===== src/rtl/mult_resp_checker_pkg.sv =====
// Shared types and default sizes for the multiplier response checker.
// Holds the checker FSM state encoding and the default operand/counter widths.
package mult_resp_checker_pkg;

    localparam int DEF_WIDTH = 2;
    localparam int DEF_CNT_W = 16;

    typedef enum logic [1:0] {
        IDLE = 2'd0,
        MUL  = 2'd1,
        CMP  = 2'd2
    } state_e;

endpackage


===== src/rtl/mult_resp_checker_mult.sv =====
// Shift-add multiplier: one multiplier bit per cycle, LSB first.
// start clears the accumulator; done is high during the last multiply cycle.
module mult_shift_add_core
    import mult_resp_checker_pkg::*;
#(
    parameter int WIDTH = DEF_WIDTH
) (
    input  logic                 clk,
    input  logic                 rst,
    input  logic                 start,
    input  logic [WIDTH-1:0]     a,
    input  logic [WIDTH-1:0]     b,
    output logic                 done,
    output logic [2*WIDTH-1:0]   acc
);

    localparam int SW = $clog2(WIDTH);

    logic                 busy_q, busy_d;
    logic [SW-1:0]        step_q, step_d;
    logic [2*WIDTH-1:0]   acc_q, acc_d;

    always_comb begin
        busy_d = busy_q;
        step_d = step_q;
        acc_d  = acc_q;
        done   = 1'b0;
        if (start) begin
            busy_d = 1'b1;
            step_d = '0;
            acc_d  = '0;
        end else if (busy_q) begin
            if (b[step_q]) begin
                acc_d = acc_q + ({{WIDTH{1'b0}}, a} << step_q);
            end
            if (step_q == SW'(WIDTH - 1)) begin
                done   = 1'b1;
                busy_d = 1'b0;
                step_d = '0;
            end else begin
                step_d = step_q + SW'(1);
            end
        end
    end

    always_ff @(posedge clk) begin
        if (rst) begin
            busy_q <= 1'b0;
            step_q <= '0;
            acc_q  <= '0;
        end else begin
            busy_q <= busy_d;
            step_q <= step_d;
            acc_q  <= acc_d;
        end
    end

    assign acc = acc_q;

endmodule


===== config.mk =====
export PLATFORM = sky130hd
export DESIGN_NAME = mult_shift_add_core
export DESIGN_NICKNAME = d
export VERILOG_FILES = /design/src/rtl/mult_resp_checker_pkg.sv /design/src/rtl/mult_resp_checker_mult.sv
export SDC_FILE = /design/constraint.sdc
export NUM_CORES = 1
export LEC_CHECK = 0
export CAP_MARGIN = 10
export CELL_PAD_IN_SITES_DETAIL_PLACEMENT = 0
export CELL_PAD_IN_SITES_GLOBAL_PLACEMENT = 1
export CORE_AREA = 2 2 39 41
export CTS_BUF_LIST = sky130_fd_sc_hd__clkbuf_8 sky130_fd_sc_hd__clkbuf_16
export CTS_CLUSTER_SIZE = 16
export DETAILED_ROUTE_END_ITERATION = 7
export DIE_AREA = 0 0 41 43
export PLACE_DENSITY_LB_ADDON = 0.08
export SYNTH_ARGS = -nofsm -noshare
export SYNTH_HDL_FRONTEND = slang
export SYNTH_SLANG_ARGS = --single-unit

===== constraint.sdc =====
create_clock -name clk -period 4.3 [get_ports clk]
set_clock_uncertainty 0.15 [all_clocks]
set_input_delay 0.43 -clock clk [delete_from_list [all_inputs] [get_ports clk]]
set_output_delay 0.43 -clock clk [all_outputs]
set_load 0.005 [all_outputs]

* Word level (Yosys, flattened, before mapping) *
Cells that the tools add are included.

word-level totals
  output and inout bits = 5
  register bits after elaboration = 6
  logic and storage cells = 18
  input port bits = 7

operators by class
  muxes and demuxes = 9
  add/subtract/negate cells = 2
  reduce and logical (&&, ||, !) cells = 2
  $lt $le $gt $ge = 1
  shifts and indexed selects = 1

operators with widths
  operator               number
  $mux W1                9
  $add A4 B4 Y4          1
  $shl A2 B1 Y4          1
  $lt A1 B2 Y1 const B   1
  $reduce_and A2 Y1      1
  $reduce_or A2 Y1       1
  $add A1 B1 Y1 const B  1

* Logic depth before layout (Yosys ltp) *
  word-level depth = 3
  depth in mapped cells = 8
  gate-level depth less buffers = 7

* Least setup slack after synthesis *
No wires, ideal clock.

  path type = register to register
  start point = register step_q
  end point = register acc_q[3], in the netlist acc[3]
  stages on the path, launching flop included = 8
  setup slack = 2.614 ns
  path buffers = 1
  library setup time = 0.072 ns
  period minus slack after synthesis = 1.686 ns
  data arrival time = 1.465 ns
  data required time = 4.078 ns
  path through = dfxtp_1 -> buf_6 -> mux2i_1 -> inv_1 -> ha_1 -> nand3_1 -> a211oi_2 -> mux2i_1

on the way
  longest elaborated chain between the ends = 3
  elaborated cells on any way between the ends = 5
  classes of those cells = add/sub: 1; shift: 1; mux: 2; reduce/logical: 1

ends and longest elaborated chain
  item                                                                   RTL line                      source
  from (decl)                                                            mult_resp_checker_mult.sv:20  logic [SW-1:0] step_q, step_d;
  from (signal assigned)                                                 mult_resp_checker_mult.sv:53  step_q <= step_d;
  parallel branches: the longest is 3 deep, another holds $add A4 B4 Y4  -
  to (signal assigned)                                                   mult_resp_checker_mult.sv:50  acc_q <= '0;
  to (signal assigned)                                                   mult_resp_checker_mult.sv:54  acc_q <= acc_d;
  to (decl)                                                              mult_resp_checker_mult.sv:21  logic [2*WIDTH-1:0] acc_q, acc_d;

Several ways; the timed one is not identified. The select of a mux whose other input is x is not followed.
A chain may end at the register's enable or synchronous reset.

* Final worst setup path *
  start point = input port start
  end point = output port done

on the way
  longest elaborated chain between the ends = 1

ends and longest elaborated chain
  item         RTL line                      source
  from (decl)  mult_resp_checker_mult.sv:10  input logic start,
  $mux W1      mult_resp_checker_mult.sv:28  if (start) begin
  to (decl)    mult_resp_checker_mult.sv:13  output logic done,

Every way passes these cells.

==> results by group <==
Floorplan
  – Die H: 43 um
  – Core Footprint: 1380 um^2
  – I/O Pins: 12
  – DIE AREA: 1760 um^2
  – Initial Util: 0.288
  – Die Span X: 41 um
  – Rows: 14

Critical path
  – Top delay family on crit path: buffers and inverters
  – Highest net fanout along the worst path: 5
  – Worst Path Buf+Inv: 2
  – Req. time, crit path: 3.72 ns
  – Slowest cell on the critical path: clkdlybuf4s50_1
  – Worst stage delay on the critical path: 0.53 ns
  – CP Cell Sequence: clkdlybuf4s50_1, nor3_1, clkdlybuf4s50_1
  – CP Data Arrival Time: 1.59 ns
  – Setup CP Type: input pin to output pin
  – Most frequent CP cell: clkdlybuf4s50_1
  – CP Launch Type: input pin
  – Critical path endpoint category: output pin

GRT
  – First-pass GRT wire length: 1440 um
  – Vias in the first global route: 356
  – Initial antenna violation count: 0
  – Largest net degree at the start of global routing: 8
  – Gr ovfl total: 0
  – Total track usage: 0.121

Detailed routing
  – DRT antenna net count: 0
  – Routed Wire Length: 784 um
  – Wire length on met1: 343 um
  – DR vias/cell: 4.86
  – WL met2: 410 um
  – Top Layer Used: met4
  – WL per Instance: 10.9 um
  – Initial DRC Count: 2
  – Residual DRC: 0
  – Drt pass-1 iters: 4
  – Met3 wire len: 26 um
  – Routed vias: 350

STA
  – Crit share post-route: 0.504
  – Setup violations, final: 0
  – Min Tclk post-route: 2.17 ns
  – RSZ-0062 raised after global routing: false
  – FMAX: 461 MHz
  – Setup TNS Final: 0 ns
  – Final worst slack: 2.13 ns
  – Relative slew margins: 0.807
  – Slew Viols, Final: 0
  – Worst-Margin Slew: 0.281 ns
  – Final Hold Viols: 0

Pwr
  – Total Power: 0.165 mW
  – Max VDD drop: 125 uV
  – PwrDens: 299 nW/um^2
  – LEAKAGE: 0.199 nW

Yosys
  – Syn Std Cell Area: 398 um^2
  – Mapped Cells: 44
  – Post-synthesis register bit count: 6
  – Synth cell types: 21
  – Syn Nets: 55
  – YS warnings: 0
  – Mean Syn Cell Area: 9.04 um^2
  – Seq/Total Area, Yosys: 0.302

Placed design
  – Final RePlAce weighted congestion: 0.623
  – Count of input and output buffers: 11
  – Detail Placement HPWL: 645 um
  – Placed Area: 512 um^2
  – Place WS: 2.04 ns
  – Post-placement cell count: 69

Min path
  – Hold/Removal Path Class: register to register

Run status
  – Status: finished clean

Clock tree
  – H-tree levels: 1
  – Cts bufs inserted: 3
  – Post-CTS repair timing setup buffer count: 0
  – Clk root buf: clkbuf_8
  – CTS tree: done
  – Quantity of gates resized following cts: 0
  – CTS sink cnt: 6
  – CTS Buffer Depth: 2
  – Clock latency on the worst-skew pair: 0.22 ns
  – Clock Pin Slew Worst Setup and Hold Paths: 0.04 ns
  – CTS Hold Bufs: 0

Cells and area
  – # nets final: 69
  – ANT cells: 0
  – Area delta synth->final: 39.0%
  – Share of cells above drive strength 1: 0.125
  – Fillers: 150
  – Finished Cell Area: 553 um^2
  – Post-Layout Cell Count: 72

Run
  – Max-cap viol count: 0
-- routing by layer --
metal / vias up / GRT usage
li1: 176 / -
met1: 166 / 0.151
met2: 6 / 0.175
met3: 2 / 0.0314
met4: 0 / 0.0800
met5: - / 0
-- cell type report --
type | instances | area, um^2 | area share
Clock buffer | 3 | 41.3 | 0.0747
Inverter | 5 | 18.8 | 0.0339
Multi-Input combinational cell | 31 | 243 | 0.439
Sequential cell | 6 | 120 | 0.217
Tap cell | 16 | 20.0 | 0.0362
Timing Repair Buffer | 11 | 110 | 0.199
-- worst register-to-register path: stages (launching register included) --
cell	delay (ns)
dfxtp_1	0.49
mux2i_1	0.34
inv_1	0.08
ha_1	0.28
nand3_1	0.08
a211oi_2	0.23
mux2i_1	0.20
-- stage by stage --
stage          hold WS, ns   util
2_1_floorplan        0.310      -
3_5_place_dp         0.312  0.370
6_report             0.316  0.400
3_3_place_gp         0.306  0.370
4_1_cts              0.322  0.400
5_1_grt              0.359  0.400
-- power breakdown --
group          switching [mW]  total (mW)  leakage [nW]  internal (mW)
sequential            0.00316      0.0609        0.0489         0.0577
combinational         0.00976      0.0227         0.128         0.0129
clock                  0.0217      0.0816        0.0216         0.0599
total                  0.0346       0.165         0.199          0.131
-- worst paths after layout --
kind                              from      to  slack [ns]  cells past startpoint
worst min register to register  acc[3]  acc[3]        0.32                      2
worst max register to register  step_q  acc[3]        2.39                      6
worst max-delay path             start    done        2.13                      3
worst min-delay path            acc[3]  acc[3]        0.32                      2
-- cells in the mapped netlist (all sizes together) --
cell,n,area (um^2)
xnor2,2,17.5
a211oi,1,12.5
mux2,1,15.0
nor2,3,11.3
dfxtp,6,120
o21ai,2,10.0
inv,5,18.8
or3,1,6.26
and2,1,6.26
nor3,1,5.00
a311oi,1,15.0
nand2,1,3.75
ha,3,37.5
or2,1,6.26
mux2i,3,30.0
buf,2,16.3
a21oi,5,25.0
fa,1,20.0
nand3,3,15.0
nor2b,1,6.26
-- registers in the layout, summed over array words and instances (netlist names) --
signal,cells
acc,4
step_q,1
busy_q,1
-- cells in the final DEF, fill, tap and decap left out, types with 2 or more instances in the layout --
master	count
inv_1	5
mux2i_1	3
o21ai_0	2
nand3_1	3
a21oi_1	5
ha_1	3
xnor2_1	2
clkdlybuf4s50_1	11
nor2_1	3
clkbuf_8	3
dfxtp_1	6
-- kinds of logic (layout without fill, tap and decap cells) --
group           count (synthesis)  in the layout  synth area share
flops                           6              6             0.302
buf+inv                         7             19            0.0880
compound gates                  9              9             0.157
fa+ha+maj                       4              4             0.145
mux                             4              4             0.113
xor+xnor                        2              2            0.0440
simple gates                   12             12             0.151
Power figures use the tool's default switching activity.
